===== config.mk =====
export PLATFORM = sky130hd
export DESIGN_NAME = r4_booth_seq_ctrl
export DESIGN_NICKNAME = d
export VERILOG_FILES = /design/src/rtl/r4_booth_seq_ctrl.sv
export SDC_FILE = /design/constraint.sdc
export NUM_CORES = 1
export LEC_CHECK = 0
export BUFFER_PORTS_ARGS = -buffer_cell sky130_fd_sc_hd__buf_4
export CORE_ASPECT_RATIO = 0.8
export CORE_MARGIN = 1
export CORE_UTILIZATION = 50
export CTS_BUF_LIST = sky130_fd_sc_hd__clkbuf_4
export DETAILED_ROUTE_END_ITERATION = 12
export PLACE_DENSITY = 0.78
export SLEW_MARGIN = 10
export SYNTH_ARGS = -nofsm -noshare
export SYNTH_HDL_FRONTEND = slang
export SYNTH_SLANG_ARGS = --single-unit

===== constraint.sdc =====
create_clock -name clk -period 6.89 [get_ports clk]
set_input_delay 1.378 -clock clk [delete_from_list [all_inputs] [get_ports clk]]
set_output_delay 1.378 -clock clk [all_outputs]
set_load 0.02 [all_outputs]

===== src/rtl/r4_booth_seq_ctrl.sv =====
// ---------------------------------------------------------------------------
// r4_booth_seq_ctrl
//
// Sequential radix-4 Booth multiplier controller: one signed 16x16 multiply
// per accepted start, retiring two multiplier bits per CALC cycle through a
// shared 18-bit adder. Eight CALC steps produce the signed 32-bit product.
//
// Ports:
//   clk           rising-edge clock
//   rst           synchronous, active-high reset (aborts any operation)
//   start         request, honoured only in IDLE or DONE
//   multiplicand  signed 16-bit M, captured on the accepted start
//   multiplier    signed 16-bit Q, captured on the accepted start
//   product       signed 32-bit M*Q, registered, held until the next result
//   busy          high while in CALC
//   done          one-cycle pulse while in DONE
//
// Build option:
//   R4BOOTH_ZERO_BYPASS_EN  when defined, a start with a zero operand goes
//                           straight to DONE with product 0 (latency 1).
// ---------------------------------------------------------------------------
module r4_booth_seq_ctrl (
  input  logic               clk,
  input  logic               rst,
  input  logic               start,
  input  logic signed [15:0] multiplicand,
  input  logic signed [15:0] multiplier,
  output logic signed [31:0] product,
  output logic               busy,
  output logic               done
);

  typedef enum logic [1:0] {
    IDLE = 2'd0,
    CALC = 2'd1,
    DONE = 2'd2
  } state_t;

  state_t state, state_n;

  logic signed [17:0] acc;
  logic        [15:0] q;
  logic               qm1;
  logic signed [17:0] m18;
  logic        [2:0]  cnt;

  logic               accept;
  logic               bypass;
  logic               last_step;

  logic signed [17:0] addend;
  logic signed [17:0] sum;
  logic signed [17:0] acc_n;
  logic        [15:0] q_n;
  logic               qm1_n;

  // Booth digit selection: the 18-bit sign-extended M keeps 2M and -2M
  // representable even for M = -32768.
  function automatic logic signed [17:0] booth_addend(
    input logic        [2:0]  grp,
    input logic signed [17:0] m
  );
    logic signed [17:0] m2;
    m2 = m <<< 1;
    case (grp)
      3'b001, 3'b010: return m;
      3'b011:         return m2;
      3'b100:         return ~m2 + 18'sd1;
      3'b101, 3'b110: return ~m + 18'sd1;
      default:        return 18'sd0;
    endcase
  endfunction

  // One Booth step: add the digit, then arithmetic shift {S,Q,qm1} right by 2.
  always_comb begin
    addend = booth_addend({q[1], q[0], qm1}, m18);
    sum    = acc + addend;
    acc_n  = {sum[17], sum[17], sum[17:2]};
    q_n    = {sum[1:0], q[15:2]};
    qm1_n  = q[1];
  end

  // Control decode and next state
  always_comb begin
    state_n   = state;
    accept    = start && ((state == IDLE) || (state == DONE));
    last_step = (state == CALC) && (cnt == 3'd7);
    bypass    = 1'b0;
`ifdef R4BOOTH_ZERO_BYPASS_EN
    bypass    = accept && ((multiplicand == 16'sd0) || (multiplier == 16'sd0));
`endif
    case (state)
      IDLE, DONE: begin
        if (accept) state_n = bypass ? DONE : CALC;
        else        state_n = IDLE;
      end
      CALC: begin
        if (last_step) state_n = DONE;
      end
      default: state_n = IDLE;
    endcase
  end

  // State register and registered status flags
  always_ff @(posedge clk) begin
    if (rst) begin
      state <= IDLE;
      busy  <= 1'b0;
      done  <= 1'b0;
    end else begin
      state <= state_n;
      busy  <= (state_n == CALC);
      done  <= (state_n == DONE);
    end
  end

  // Datapath registers; product only moves on the edge entering DONE.
  always_ff @(posedge clk) begin
    if (rst) begin
      acc     <= '0;
      q       <= '0;
      qm1     <= 1'b0;
      m18     <= '0;
      cnt     <= '0;
      product <= '0;
    end else if (accept) begin
      acc <= '0;
      q   <= multiplier;
      qm1 <= 1'b0;
      m18 <= {multiplicand[15], multiplicand[15], multiplicand};
      cnt <= '0;
      if (bypass) product <= '0;
    end else if (state == CALC) begin
      acc <= acc_n;
      q   <= q_n;
      qm1 <= qm1_n;
      cnt <= cnt + 3'd1;
      if (last_step) product <= {acc_n[15:0], q_n};
    end
  end

endmodule


Yosys cells after proc, flatten, opt, wreduce, memory -nomap -nowiden
Index checks and enable logic that the tools add are counted.
{"block": "op_classes", "n_addsub": 4, "mul": 0, "div_mod_pow": 0, "n_lt_le_gt_ge": 0, "eq_ne": 11, "shift": 0, "n_mux": 6, "bitwise": 3, "n_reduce_logical": 10}
{"operator": "one-hot mux 18 bit (4 select lines)", "count": 1}
{"operator": "adder 18 x 2 -> 18 bit, second input constant", "count": 2}
{"operator": "2-to-1 mux 16 bit", "count": 2}
{"operator": "adder 16 x 18 -> 18 bit", "count": 1}
{"operator": "NOT 16 -> 18 bit", "count": 1}
{"operator": "NOT 17 -> 18 bit", "count": 1}
{"operator": "== test 3 bit, second input constant", "count": 4}
{"operator": "OR reduction 2 bit", "count": 4}
{"operator": "== test 3 x 2 -> 1 bit, second input constant", "count": 2}
{"operator": "== test 2 x 1 -> 1 bit, second input constant", "count": 2}
{"operator": "== test 2 bit, second input constant", "count": 2}
{"operator": "one-hot mux 2 bit (2 select lines)", "count": 1}
{"operator": "adder 3 x 1 -> 3 bit, second input constant", "count": 1}
{"operator": "== test 3 x 1 -> 1 bit, second input constant", "count": 1}
{"operator": "AND reduction 3 bit", "count": 1}
{"operator": "logical AND 1 bit", "count": 2}
{"operator": "logical NOT 2 bit", "count": 1}
{"operator": "2-to-1 mux 2 bit", "count": 1}
{"operator": "nonzero test 2 bit", "count": 1}
{"operator": "logical OR 1 bit", "count": 1}
{"operator": "2-to-1 mux 1 bit", "count": 1}
{"operator": "NOT 1 bit", "count": 1}
{"block": "word_totals", "reg_bits": 88, "latchBits": 0, "ram_bits": 0, "romBits": 0, "inputBits": 35, "output_inout_bits": 34, "mem_count": 0}

Depth between registers and ports, before layout
{"block": "depth", "word_depth": 6, "ltp_mapped": 19, "depth_no_buf": 19}

Worst setup path before layout
Ideal clock, no wire load.
{"block": "synth_path", "kind": "reg-to-reg", "startpoint": "reg m18[0]", "endpoint": "reg product[31]", "t_arrival_ns": 4.212, "t_required_ns": 6.825, "path_slack_ns": 2.613, "path_stages_with_launch": 20, "path_buffers": 0, "synth_period_minus_slack_ns": 4.277, "cell_sequence": "dfxtp_1 > inv_1 > ha_1 > or3b_1 > or3_1 > or2_1 > or4_1 > xor2_1 > o21ai_1 > o22ai_1 > a21o_1 > ha_1 > a21o_1 > a21o_1 > a21oi_1 > o21bai_1 > a221oi_2 > xnor3_1 > o21a_1 > nor2_1"}
{"block": "synth_via", "elab_chain_cells": 4}
{"element": "from (decl)", "line_no": "44", "text": "logic signed [17:0] m18;"}
{"element": "from (signal assigned)", "line_no": "130", "text": "m18 <= {multiplicand[15], multiplicand[15], multiplicand};"}
{"element": "NOT 16 -> 18 bit or NOT 17 -> 18 bit (tied branches)", "line_no": "69, 68"}
{"element": "adder 18 x 2 -> 18 bit, on equally long branches", "line_no": "69, 68"}
{"element": "one-hot mux 18 bit (4 select lines) (*)", "line_no": "65", "text": "case (grp)"}
{"element": "adder 16 x 18 -> 18 bit (*)", "line_no": "77", "text": "sum = acc + addend;"}
{"element": "to (signal assigned)", "line_no": "138", "text": "if (last_step) product <= {acc_n[15:0], q_n};"}
{"element": "to (decl)", "line_no": "28", "text": "output logic signed [31:0] product,"}
Every way passes the cells marked *; elsewhere a longest branch is shown, timed or not.
A chain may end at the register's enable or synchronous reset.

Worst setup path in the final report
Ends and elaborated chain as after synthesis.

==> impl_metrics.tcl <==
set metrics [dict create \
    status "completed" \
    power.internal_mw 0.751 \
    place_hpwl_mm 8.96 \
    drc 0 \
    path_clk_slew_ps 150 \
    setup_viol 0 \
    p_leak_nw 2.25 \
    r2r_slack_ps 2200 \
    grt_pass1_vias 4279 \
    wl_per_cell_um 15.5 \
    comb_power_share_pct 24.0 \
    top_level_ports 69 \
    reg2reg_to "product[31]$_SDFFE_PP0P_" \
    synthTopCellsByCount "134 x nand2_1, 88 x dfxtp_1, 82 x a21oi_1" \
    antenna_found_initial 0 \
    dieArea_um2 10300 \
    cts_hold_buf 0 \
    hold_viol_final 0 \
    slew_violations 0 \
    async_flop_share_pct 0 \
    r2r-start "m18[0]$_SDFFE_PP0P_" \
    synth_edf_count 0 \
    avgSynthCellArea_um2 7.53 \
    synth.most_common_cell "nand2_1" \
    fin_crit_sh_pct 68.0 \
    numPortBuffers 68 \
    ir_drop_mv 0.125 \
    rows 32 \
    setup_tns_ps 0 \
    drive_gt1_share_pct 14.3 \
    crit_fanout 5 \
    grt_pass1_wl_mm 20.9 \
    cp-start-kind "register" \
    postRouteAntennaNets 0 \
    pwr-share-seq_pct 49.1 \
    clock.fmax_mhz 213 \
    drv_cap 0 \
    ys.flop_type "dfxtp_1" \
    syn_nets 712 \
    synth_top_area_share_pct 35.6 \
    drt_iter0_drc 391 \
    yosys.area.top_type "dfxtp_1" \
    via_count 4747 \
    crit_path_end "product[31]$_SDFFE_PP0P_" \
    syn_inst 656 \
    cts_buffers 9 \
    p_per_area_nw_per_um2 202 \
    routed_wl_mm 12.7 \
    yosysSeqAreaShare_pct 35.6 \
    core-area_um2 9610 \
    cts_resized 0 \
    slew_headroom_pct 24.0 \
    die_y_um 90.9 \
    nNetsFinal 751 \
    grt_use_total_pct 25.4 \
    rsz0062_at_grt "no" \
    hp-class "register to register" \
    post-cts-setup-buffers 0 \
    drt-pass1-iter-count 6 \
    pre_cts_ws_ps 2260 \
    insertion_delay_ps 470 \
    cts-root-buf "clkbuf_4" \
    cp-end-kind "register" \
    htree_levels 3 \
    start_util_pct 51.4 \
    critPathRequiredTime_ps 7290 \
    whs_ps 465 \
    cts_tree "yes" \
    reg2reg_depth 19 \
    syn_area_um2 4940 \
    grt.overflow.total 0 \
    num-fill-cells 891 \
    synth_seq_cells 88 \
    die_width_um 113 \
    gp_congestion 0.890 \
    min_period_ps 4690 \
    viasPerCell 5.80 \
    tightest_slew_ps 1140 \
    setup_ws_ps 2200 \
    fin_util_pct 58.0 \
    yosysUniqueCellTypes 60 \
    yosys_warnings 0 \
    clkPwrFrac_pct 26.9 \
    clockBufferDepth 2 \
    power.total_mw 1.13 \
    crit_path_start "m18[0]$_SDFFE_PP0P_" \
    synth.area.top_cells "dfxtp_1 36%, nand2_1 10%, a21oi_1 8.3%, xnor2_1 5.1%, ha_1 5.1%" \
    grt_max_degree 69 \
    clkSinkCount 88 \
    area_delta_synth_final_pct 12.9 \
    swShare_pct 33.4 \
    netSwitchingPower_mw 0.376 \
    diodes 0 \
    skew_ps 22.9 \
    crit_arrival_ps 5090 \
    worstSetupPathType "register to register" \
]
worst min-delay path by stage:
stage / from / cells past startpoint / end
after floorplan: acc[11]$_SDFFE_PP0P_ / 2 / acc[11]$_SDFFE_PP0P_
after global placement: product[10]$_SDFFE_PP0P_ / 2 / product[10]$_SDFFE_PP0P_
after detailed placement: product[10]$_SDFFE_PP0P_ / 2 / product[10]$_SDFFE_PP0P_
after CTS: product[10]$_SDFFE_PP0P_ / 2 / product[10]$_SDFFE_PP0P_
after global routing: product[4]$_SDFFE_PP0P_ / 2 / product[4]$_SDFFE_PP0P_
final: product[10]$_SDFFE_PP0P_ / 2 / product[10]$_SDFFE_PP0P_
power by group through the flow:
stage          registers, mW  clock network (mW)  logic, mW
2_1_floorplan          0.553                   0      0.210
3_3_place_gp           0.563                   0      0.259
3_5_place_dp           0.564                   0      0.266
4_1_cts                0.552               0.305      0.267
5_1_grt                0.557               0.325      0.298
6_report               0.553               0.303      0.270
per-stage QoR:
| stage | instances | instance area [um^2] |
|---|---|---|
| 2_1_floorplan | 656 | 4940 |
| 3_3_place_gp | 803 | 5440 |
| 3_5_place_dp | 803 | 5440 |
| 4_1_cts | 819 | 5580 |
| 5_1_grt | 819 | 5580 |
| 6_report | 819 | 5580 |
registers in the layout (all words and copies together) (netlist names):
| signal | cells |
|---|---|
| q | 16 |
| m18 | 16 |
| qm1 | 1 |
| cnt | 3 |
| state | 2 |
| product | 32 |
| acc | 16 |
| done | 1 |
| busy | 1 |
worst max-delay path, cell delays in order (launching register included):
cell      delay [ps]
dfxtp_1          360
inv_1            100
ha_1             180
or3b_1           410
or3_1            390
or2_1            300
or4_1            470
xor2_1           170
o21ai_1          120
o22ai_1           90
a21o_1           190
ha_1             210
a21o_1           180
a21o_1           170
a21oi_1          180
o21bai_1         100
a221oi_2         370
xnor3_1          370
o21a_1           170
nor2_1            90
routing by layer:
metal	global-route usage, %	share of wire, %	up-vias
li1	-	-	2336
met1	35.8	47	2228
met2	38.5	45	171
met3	5.84	7.2	12
met4	7.24	1.3	0
met5	0	0	-
cells in the final DEF, fill, tap and decap left out, types with 10 or more instances in the layout:
| master | netlist | routed |
|---|---|---|
| o22ai_1 | 20 | 20 |
| a21oi_1 | 82 | 82 |
| nand2_1 | 134 | 134 |
| buf_4 | 5 | 75 |
| dfxtp_1 | 88 | 88 |
| nor2_1 | 65 | 65 |
| o21ai_0 | 26 | 26 |
| ha_1 | 20 | 20 |
| inv_1 | 13 | 13 |
| a211oi_1 | 10 | 10 |
| xnor2_1 | 29 | 29 |
| nor3_1 | 20 | 20 |
area by class of cell:
class / instances / area, um^2 / share of cell area (%)
multi-input cells: 507 / 2910 / 52.2
repair buffers: 75 / 563 / 10.1
well taps: 119 / 149 / 2.67
clock buffers: 9 / 67.6 / 1.21
clock inverters: 7 / 71.3 / 1.28
flip-flops and latches: 88 / 1760 / 31.6
inverters: 14 / 52.6 / 0.942
kinds of logic (layout without fill, tap and decap cells):
logic type / after synthesis / after routing / synth area share [%]
xor+xnor: 36 / 36 / 6.66
simple gates: 262 / 262 / 23.2
compound gates: 180 / 180 / 21.7
flops: 88 / 88 / 35.6
fa+ha+maj: 21 / 21 / 5.47
buf+inv: 61 / 105 / 5.42
mux: 8 / 8 / 1.90
No activity file was read; power rests on OpenSTA's default activity.
